[config.mk]
export PLATFORM = sky130hd
export DESIGN_NAME = simple_array2d_drain
export DESIGN_NICKNAME = d
export VERILOG_FILES = /design/src/rtl/simple_array2d_drain.sv
export SDC_FILE = /design/constraint.sdc
export NUM_CORES = 1
export LEC_CHECK = 0
export CAP_MARGIN = 10
export CORE_MARGIN = 2
export CORE_UTILIZATION = 41
export DETAILED_ROUTE_END_ITERATION = 8
export GPL_TIMING_DRIVEN = 0
export PLACE_DENSITY = 0.79
export RECOVER_POWER = 50
export SKIP_CTS_REPAIR_TIMING = 1
export SYNTH_ARGS = -nofsm -noshare
export SYNTH_HDL_FRONTEND = slang
export SYNTH_SLANG_ARGS = --single-unit
[constraint.sdc]
create_clock -name clk -period 4.1 [get_ports clk]
set_clock_uncertainty 0.05 [all_clocks]
set_input_delay 0.82 -clock clk [delete_from_list [all_inputs] [get_ports clk]]
set_output_delay 0.82 -clock clk [all_outputs]
set_load 0.02 [all_outputs]
[src/rtl/simple_array2d_drain.sv]
// Streams a 2D array from a sync-read memory as 32-bit words: optional W/H header, then raster-order data.
// Header states exist only when SIMPLE_ARRAY2D_DRAIN_HEADER_EN is defined; data path buffers through a 2-entry FIFO.
module simple_array2d_drain #(
    parameter int ROW_WIDTH = 1,
    parameter int COL_WIDTH = 1,
    parameter int WORD_SIZE = 1
) (
    input  logic                 clk,
    input  logic                 reset,
    input  logic                 start,
    input  logic [ROW_WIDTH-1:0] size_w,
    input  logic [COL_WIDTH-1:0] size_h,
    output logic                 re,
    output logic [ROW_WIDTH-1:0] raddrX,
    output logic [COL_WIDTH-1:0] raddrY,
    input  logic [WORD_SIZE-1:0] rdata,
    input  logic                 data_wanted,
    output logic                 data_ready,
    output logic [31:0]          data,
    output logic                 busy,
    output logic                 done
);

    typedef enum logic [2:0] {
        S_Idle,
        S_SendWidth,
        S_SendHeight,
        S_SendData,
        S_Done
    } state_t;

    state_t state, state_nxt;

    logic [ROW_WIDTH-1:0] size_w_q, x_q;
    logic [COL_WIDTH-1:0] size_h_q, y_q;
    logic                 addr_rem;
    logic                 inflight;
    logic [31:0]          fifo_mem [2];
    logic                 rptr, wptr;
    logic [1:0]           count;
    logic                 fifo_rd;
    logic [2:0]           occ;
    logic [ROW_WIDTH:0]   x_inc;
    logic [COL_WIDTH:0]   y_inc;
    logic                 last_addr;

    // Extra bit keeps a full-range width from wrapping before the compare.
    assign x_inc     = {1'b0, x_q} + {{ROW_WIDTH{1'b0}}, 1'b1};
    assign y_inc     = {1'b0, y_q} + {{COL_WIDTH{1'b0}}, 1'b1};
    assign last_addr = (x_inc == {1'b0, size_w_q}) && (y_inc == {1'b0, size_h_q});
    assign occ       = {1'b0, count} + {2'b00, inflight};
    assign raddrX    = (state == S_SendData) ? x_q : '0;
    assign raddrY    = (state == S_SendData) ? y_q : '0;

    always_comb begin
        state_nxt  = state;
        busy       = (state != S_Idle);
        done       = (state == S_Done);
        data_ready = 1'b0;
        data       = '0;
        fifo_rd    = 1'b0;
        re         = 1'b0;
        case (state)
            S_Idle: begin
                if (start) begin
`ifdef SIMPLE_ARRAY2D_DRAIN_HEADER_EN
                    state_nxt = S_SendWidth;
`else
                    state_nxt = (size_w == '0 || size_h == '0) ? S_Done : S_SendData;
`endif
                end
            end
`ifdef SIMPLE_ARRAY2D_DRAIN_HEADER_EN
            S_SendWidth: begin
                data_ready = 1'b1;
                data       = 32'(size_w_q);
                if (data_wanted) state_nxt = S_SendHeight;
            end
            S_SendHeight: begin
                data_ready = 1'b1;
                data       = 32'(size_h_q);
                if (data_wanted)
                    state_nxt = (size_w_q == '0 || size_h_q == '0) ? S_Done : S_SendData;
            end
`endif
            S_SendData: begin
                data_ready = (count != 2'd0);
                data       = fifo_mem[rptr];
                fifo_rd    = data_ready && data_wanted;
                // A pop this cycle frees a slot for the read issued now.
                re         = addr_rem && (occ < (fifo_rd ? 3'd3 : 3'd2));
                if (!addr_rem && !inflight && count == 2'd1 && fifo_rd)
                    state_nxt = S_Done;
            end
            S_Done:  state_nxt = S_Idle;
            default: state_nxt = S_Idle;
        endcase
    end

    always_ff @(posedge clk) begin
        if (reset) begin
            state       <= S_Idle;
            size_w_q    <= '0;
            size_h_q    <= '0;
            x_q         <= '0;
            y_q         <= '0;
            addr_rem    <= 1'b0;
            inflight    <= 1'b0;
            rptr        <= 1'b0;
            wptr        <= 1'b0;
            count       <= 2'd0;
            fifo_mem[0] <= '0;
            fifo_mem[1] <= '0;
        end else begin
            state    <= state_nxt;
            inflight <= re;
            if (state == S_Idle && start) begin
                size_w_q <= size_w;
                size_h_q <= size_h;
                x_q      <= '0;
                y_q      <= '0;
                addr_rem <= (size_w != '0) && (size_h != '0);
            end
            if (re) begin
                if (last_addr) begin
                    addr_rem <= 1'b0;
                end else if (x_inc < {1'b0, size_w_q}) begin
                    x_q <= x_inc[ROW_WIDTH-1:0];
                end else begin
                    x_q <= '0;
                    y_q <= y_inc[COL_WIDTH-1:0];
                end
            end
            if (inflight) begin
                fifo_mem[wptr] <= 32'(rdata);
                wptr           <= ~wptr;
            end
            if (fifo_rd) rptr <= ~rptr;
            case ({inflight, fifo_rd})
                2'b10:   count <= count + 2'd1;
                2'b01:   count <= count - 2'd1;
                default: count <= count;
            endcase
        end
    end

endmodule

After elaboration in Yosys (flattened, before gate mapping):

Memories as Yosys holds them, arrays and structs flattened. A register that Yosys moved wholly into a read port is not among the register bits.
Index checks and enable logic that the tools add are counted.

* mux-type cells: 33
* reduce and logical (&&, ||, !) cells: 17
* equality and inequality tests: 9
* order comparisons: 2
* add/subtract/negate cells: 5
* bitwise logic cells: 4

Operators by type and width (count)
* 32-bit two-way mux: 1
* 1-bit two-way mux: 27
* 3-bit two-way mux: 3
* 1-bit logical AND: 8
* 3-bit case mux with 2 select lines: 1
* 1-bit by 1-bit adder with 2-bit output (second input constant): 2
* 2-bit by 1-bit equality test with 1-bit output: 2
* 2-bit by 1-bit equality test with 1-bit output (second input constant): 2
* 1-bit NOT: 4
* 2-bit case mux with 2 select lines: 1
* 2-bit nonzero test: 2
* 2-bit by 1-bit adder with 3-bit output: 1
* 3-bit by 2-bit equality test with 1-bit output (second input constant): 1
* 3-bit equality test (second input constant): 1
* 3-bit logical NOT: 1
* 3-bit by 2-bit less-than comparator with 1-bit output: 1
* 3-bit nonzero test: 1
* 2-bit by 1-bit adder with 2-bit output (second input constant): 1
* 2-bit equality test (second input constant): 1
* 1-bit logical NOT: 2
* 2-bit by 1-bit less-than comparator with 1-bit output: 1
* 2-bit by 1-bit inequality test with 1-bit output (second input constant): 1
* 2-bit inequality test (second input constant): 1
* 2-bit AND reduction: 1
* 3 further kinds: 3

* memory bits (writable): 2
* input port bits: 7
* word-level logic and storage cells: 81
* memories: 1
* flip-flop bits (word level): 13
* output and inout bits: 38

Memory list
* fifo_mem: depth 2, width 1, read ports 1, clocked after Yosys merged registers in 1, wr ports 2, RTL line 38 `logic [31:0] fifo_mem [2];`

Depth between registers and ports, before layout:

Gate-level depths: netlist (run 1).

* depth after elaboration: 7
* gate-level depth with buffers: 7
* depth with buffers taken out: 7

Worst setup path after synthesis (run 1):

OpenSTA, ideal clock, no wires.

* kind: input to output
* start: input port data_wanted
* end: output port re
* cell stages on the path: 3
* arrival: 1.289 ns
* path buffers: 0
* setup slack: 1.941 ns
* data required time: 3.230 ns
* path through: nor3b_1 > o211ai_2 > inv_2

* cells in the longest elaborated chain, start to end: 5

RTL lines
* start, declared: RTL line 17 `input logic data_wanted,`
* 1-bit logical AND: RTL line 89 `fifo_rd = data_ready && data_wanted;`
* 1-bit two-way mux: RTL line 91 `re = addr_rem && (occ < (fifo_rd ? 3'd3 : 3'd2));`
* 3-bit by 2-bit less-than comparator with 1-bit output: RTL line 91
* 1-bit logical AND: RTL line 91
* 1-bit two-way mux: RTL line 63 `case (state)`
* end, declared: RTL line 13 `output logic re,`

No other way between the ends.

Worst setup path after layout (run 1):

Same ends and word-level chain as after synthesis.

==> run_results.csv, run 1 <==
group,metric,value,unit
run_status,status,"finished, final reports clean",
place,portBuffers,12,
floorplanning,die_x,53.81,um
final_layout,fin_cells,187,
synth,synth_seq_area_share,0.3149,
critical_path,cp_data_required_time,3.23,ns
floorplanning,start_util,0.4221,
detailed_routing,wirelength,1738,um
grt,use_met3,0.05278,
detailed_routing,via_per_inst,4.037,
power_and_ir_drop,peakVddDrop,0.1839,mV
synth,syn_area,1017,um^2
final_layout,num_antenna_cells,0,
detailed_routing,num_vias,755,
grt,overflow,0,
place,place_hpwl,1363,um
detailed_routing,ant_nets,0,
detailed_routing,dr.pass1.iters,4,
timing,drv_slew,0,
grt,grt_start_max_net_pins,11,
grt,use_met2,0.2276,
place,gp_congestion,0.8359,
min_path,min-delay-path-class,"flop to flop",
grt,grtUsageTotal,0.1334,
synth,ys.flop_type,"dfxtp_1",
timing,timing.final.crit_share,0.8237,
synth,synthArstFlopShare,0,
timing,setup_tns,0,ns
grt,busiest_layer,"met2",
detailed_routing,initialDrtViolationCount,4,
power_and_ir_drop,p_leak,0.6411,nW
synth,yosys.area_share.adder,0.06150,
floorplanning,coreArea,2410,um^2
floorplanning,die_h,53.81,um
synth,yosysTopAreaCell,"dfxtp_1",
timing,whs,0.4409,ns
final_layout,syn_to_final_growth,27.55,%
timing,setup_viol,0,
final_layout,post-route-util,0.5384,
clock_network,cts_buffers,3,
synth,synth_top_family_by_area,"buffers and inverters",
critical_path,worstSetupEndpointType,"output pin",
final_layout,fillerInstances,231,
final_layout,drive_gt1_frac,0.2803,
timing,worstMarginPinSlew,0.8326,ns
clock_network,clk_latency,0.29,ns
synth,syn-mean-instance-area,9.164,um^2
clock_network,cts_tree,"built",
floorplanning,ios,45,
clock_network,cts_htree_levels,1,
final_layout,nets,170,
floorplanning,die_area,2896,um^2
grt,antenna_found_initial,0,
critical_path,worst_setup_path_start_kind,"input port",
critical_path,critPathKind,"input port to output pin",
synth,synth-simple-area-share,0.2276,
floorplanning,rows,18,
synth,yosysTopAreaCellShare,0.2558,
synth,synth-edff-count,2,
clock_network,clk_path_buf_depth,2,
power_and_ir_drop,power.total,0.0003231,W
timing,rsz0062_at_grt,"no",
clock_network,clockRootBuffer,"clkbuf_4",
critical_path,cp.arrival,2.51,ns
grt,grt_pass1_vias,694,
grt,grt_pass1_wl,2766,um
run,drv_cap,0,
synth,synth_compound_area_frac,0.07257,
synth,yosys-top-cells-area,"dfxtp_1 26%, buf_4 23%, ha_1 6.2%",
power_and_ir_drop,power.density,249.0,nW/um^2
timing,max_freq,296.1,MHz
place,placed_cells,183,
synth,synthXorXnorAreaFrac,0.02583,
synth,synth.distinct_cells,37,
synth,synthMuxAreaShare,0.03936,
critical_path,crit_fanout,3,
timing,max-slew-margin-rel,0.4437,
synth,syn_inst,111,
timing,hold_viol_final,0,
synth,ys_warn_count,0,
synth,ys_ff_latch,15,
clock_network,cts.reportedPaths.clkPinSlew,0.09,ns
timing,post-route-min-period,3.377,ns
detailed_routing,wire_per_inst,9.294,um
grt,grt_use_met1,0.1525,
detailed_routing,drc_errors,0,
clock_network,cts.sinks,15,
[area by class of cell]
| cell class | instances | area (um^2) | share of cell area |
|---|---|---|---|
| Multi-Input combinational cell | 88 | 534.3 | 0.4118 |
| Sequential cell | 15 | 320.3 | 0.2469 |
| Buffer | 33 | 240.2 | 0.1851 |
| Timing Repair Buffer | 12 | 120.1 | 0.09257 |
| Tap cell | 30 | 37.54 | 0.02893 |
| Clock buffer | 4 | 26.28 | 0.02025 |
| Inverter | 5 | 18.77 | 0.01446 |
[flip-flops by register name (all words and copies together) (netlist names), named ones only]
register	cells
addr_rem	1
count	2
fifo_mem	2
inflight	1
rptr	1
size_h_q	1
size_w_q	1
state	2
wptr	1
x_q	1
y_q	1
[final timing paths]
path	slack, ns	endpoint	start	cells after the start
max	0.72	re	data_wanted	5
min	0.44	wptr$_SDFFE_PP0P_	wptr$_SDFFE_PP0P_	2
max reg2reg	2.35	count[1]$_SDFFE_PP0P_	count[0]$_SDFFE_PP0P_	7
min reg2reg	0.44	wptr$_SDFFE_PP0P_	wptr$_SDFFE_PP0P_	2
[metrics by stage]
step	setup slack, ns	instance area, um^2
CTS	0.8105	1314
global placement	0.8140	1287
detailed placement	0.8240	1287
global route	0.6252	1297
finish	0.7228	1297
floorplan	1.941	1130
[per-layer routing]
metal / vias up / routed length [um] / part of all wire
li1: 399 / - / -
met4: 0 / 11 / 0.0063
met3: 2 / 142 / 0.082
met5: - / 0 / 0
met2: 27 / 825 / 0.47
met1: 327 / 759 / 0.44
[power breakdown]
group          leakage, nW  switching, W  internal, W   total, W
combinational        0.500     0.0000430    0.0000352  0.0000781
clock               0.0150     0.0000515    0.0000379  0.0000894
sequential           0.126    0.00000314     0.000152   0.000156
[synthesized netlist by cell type, types with 2 or more instances]
cell type and count:
nand2_1 3, ha_1 5, inv_1 4, a211oi_1 2, nor2_1 11, buf_4 31, nor3b_1 2, nor2b_1 2
and2_2 2, nand2b_1 4, dfxtp_1 13, edfxtp_1 2, a21oi_1 2, xor2_1 2, mux2i_1 4
[critical path, cell delays in order]
cell,delay [ns]
dlygate4sd3_1,0.57
nor3b_1,0.15
o211ai_1,0.31
inv_2,0.10
clkdlybuf4s50_1,0.55
[layout by cell type, fill, tap and decap left out, types with 2 or more instances in the layout]
cell type	n
edfxtp_1	2
nor2b_1	2
inv_1	4
dlygate4sd3_1	3
and2_2	2
a21oi_1	2
nor3b_1	3
clkbuf_4	3
clkbuf_1	3
conb_1	31
ha_1	5
dfxtp_1	13
clkdlybuf4s50_1	9
nor2_1	11
nand2_1	3
buf_4	31
xor2_1	2
mux2i_1	4
a211oi_1	2
nand2b_1	4
[logic make-up after synthesis]
kind of cell	count (synthesis)
flops	15
buf+inv	38
other cells	1
fa+ha+maj	5
mux	4
simple gates	36
compound gates	9
xor+xnor	3
No activity file was read; power rests on OpenSTA's default activity.
==> run 2: changes to the inputs <==
--- a/config.mk
+++ b/config.mk
@@ -7,10 +7,10 @@
 export LEC_CHECK = 0
 export CAP_MARGIN = 10
 export CORE_MARGIN = 2
-export CORE_UTILIZATION = 41
+export CORE_UTILIZATION = 37
 export DETAILED_ROUTE_END_ITERATION = 8
 export GPL_TIMING_DRIVEN = 0
-export PLACE_DENSITY = 0.79
+export PLACE_DENSITY = 0.75
 export RECOVER_POWER = 50
 export SKIP_CTS_REPAIR_TIMING = 1
 export SYNTH_ARGS = -nofsm -noshare
==> constraint.sdc (replaced) <==
create_clock -name clk -period 2.8 [get_ports clk]
set_clock_uncertainty 0.05 [all_clocks]
set_input_delay 0.56 -clock clk [delete_from_list [all_inputs] [get_ports clk]]
set_output_delay 0.56 -clock clk [all_outputs]
set_load 0.02 [all_outputs]
==> run 2 against run 1 <==
Net effect:
- clock power up 36%
- critical path depth is the same
- non-clock buffer count stayed put
- via count decreased by 1.7%
- sequential cell count is the same
- cell area rose by 0.29%
- routed wire length fell by 0.81%
- critical path type unchanged
- highest routed layer is now met3
==> run_results.csv, run 2 (synthesis gave the netlist of run 1 again) <==
group,metric,value,unit
critical_path,cp_data_required_time,2.19,ns
timing,max_freq,392.0,MHz
detailed_routing,ant_nets,0,
power_and_ir_drop,p_leak,0.6598,nW
clock_network,clockRootBuffer,"clkbuf_4",
power_and_ir_drop,intPower,0.0003299,W
run_status,status,"finished, final reports clean",
detailed_routing,via_per_inst,3.947,
timing,rsz0062_at_grt,"no",
final_layout,most-common-layout-cells,"31 x buf_4, 31 x conb_1, 13 x dfxtp_1",
critical_path,crit_fanout,3,
power_and_ir_drop,power_frac_clock,0.262,
clock_network,cts.reportedPaths.clkPinSlew,0.09,ns
grt,grtUsageTotal,0.1117,
final_layout,nets,170,
critical_path,r2r_cells,7,
power_and_ir_drop,switchingPower,0.0001339,W
detailed_routing,wire_per_inst,9.170,um
clock_network,cts_htree_levels,1,
clock_network,clk_path_buf_depth,2,
critical_path,r2r_end,"count[1]$_SDFFE_PP0P_",
final_layout,syn_to_final_growth,27.92,%
critical_path,worst_setup_path_start_kind,"input port",
timing,drv_slew,0,
final_layout,fin_cells,188,
grt,grt_pass1_wl,2787,um
power_and_ir_drop,pwr-share-seq,0.491,
floorplanning,rows,19,
timing,post-route-min-period,2.551,ns
floorplanning,die_h,56.44,um
detailed_routing,initialDrtViolationCount,9,
grt,overflow,0,
place,gp_congestion,0.7688,
run,drv_cap,0,
grt,grt_pass1_vias,647,
critical_path,worstSetupEndpointType,"output pin",
place,place_hpwl,1403,um
final_layout,num_antenna_cells,0,
critical_path,cp.arrival,1.94,ns
min_path,hp-start,"size_h_q$_SDFFE_PP0P_",
detailed_routing,drc_errors,0,
min_path,min-delay-path-class,"flop to flop",
floorplanning,ios,45,
critical_path,r2r-start,"count[0]$_SDFFE_PP0P_",
power_and_ir_drop,power.density,356.4,nW/um^2
timing,max-slew-margin-rel,0.4602,
final_layout,drive_gt1_frac,0.2803,
floorplanning,coreArea,2686,um^2
place,portBuffers,12,
min_path,min_to,"size_h_q$_SDFFE_PP0P_",
timing,setup_viol,0,
floorplanning,die_x,56.44,um
timing,setup_tns,0,ns
place,placed_cells,184,
timing,worstMarginPinSlew,0.8080,ns
critical_path,rrSetupSlack,1.01,ns
detailed_routing,dr.pass1.iters,4,
power_and_ir_drop,comb_power_share,0.247,
clock_network,cts_tree,"built",
clock_network,cts_buffers,3,
detailed_routing,num_vias,742,
critical_path,critPathKind,"input port to output pin",
clock_network,clk_latency,0.28,ns
final_layout,top_regs,"count: 2 flops, fifo_mem: 2 flops, state: 2 flops",
grt,grt_start_max_net_pins,11,
floorplanning,start_util,0.3787,
power_and_ir_drop,peakVddDrop,0.4194,mV
clock_network,cts.sinks,15,
grt,antenna_found_initial,0,
timing,whs,0.4510,ns
timing,hold_viol_final,0,
timing,timing.final.crit_share,0.9111,
detailed_routing,wirelength,1724,um
min_path,hold_depth,2,
floorplanning,die_area,3185,um^2
power_and_ir_drop,switching_share,0.2887,
run 2: cell count changes in the layout (fill, tap and decap cells not counted):
cell,before,now
clkdlybuf4s50_1,9,8
dlymetal6s2s_1,0,1
run 2: layer usage:
layer	global-route usage	share of wire	wire length [um]	up-vias
met2	0.1927	0.47	809	32
met3	0.05991	0.10	172	0
met5	0	0	0	-
met4	0	0	0	0
li1	-	-	-	398
met1	0.1300	0.43	742	312
run 2: layout make-up:
type,instances,area (um^2)
buffer,33,240.2
clock buffer,4,26.28
fill,283,1385
inverter,5,18.77
multi-input combinational,88,534.3
sequential,15,320.3
tap,31,38.79
timing repair buffer,12,122.6
run 2: worst max-delay path, cell delays in order:
cell            delay (ns)
dlygate4sd3_1         0.58
nor3b_1               0.16
o211ai_1              0.32
inv_2                 0.09
dlymetal6s2s_1        0.22
run 2: power groups by stage:
stage | clock network [W] | registers (W) | logic, W
2_1_floorplan | 0 | 0.000232 | 0.0000976
3_3_place_gp | 0 | 0.000233 | 0.000115
3_5_place_dp | 0 | 0.000234 | 0.000116
4_1_cts | 0.000125 | 0.000229 | 0.000116
5_1_grt | 0.000138 | 0.000229 | 0.000123
6_report | 0.000122 | 0.000228 | 0.000114
run 2: stage by stage:
stage                     area [um^2]  power [W]    util  setup WS (ns)
after global routing             1301  0.0004899  0.4844         0.1805
after global placement           1289  0.0003480  0.4797        0.02410
after detailed placement         1289  0.0003496  0.4797        0.03625
after CTS                        1315  0.0004699  0.4895        0.01959
final                            1301  0.0004638  0.4844         0.2490
after floorplan                  1130  0.0003299       -          1.049
run 2: how the worst max path moves through the flow:
stage,startpoint,to,slack (ns),cells past startpoint
4_1_cts,data_wanted,re,0.02,5
3_3_place_gp,data_wanted,re,0.02,5
2_1_floorplan,inflight$_SDFF_PP0_,re,1.05,5
3_5_place_dp,data_wanted,re,0.04,5
6_report,data_wanted,re,0.25,5
5_1_grt,data_wanted,re,0.18,5
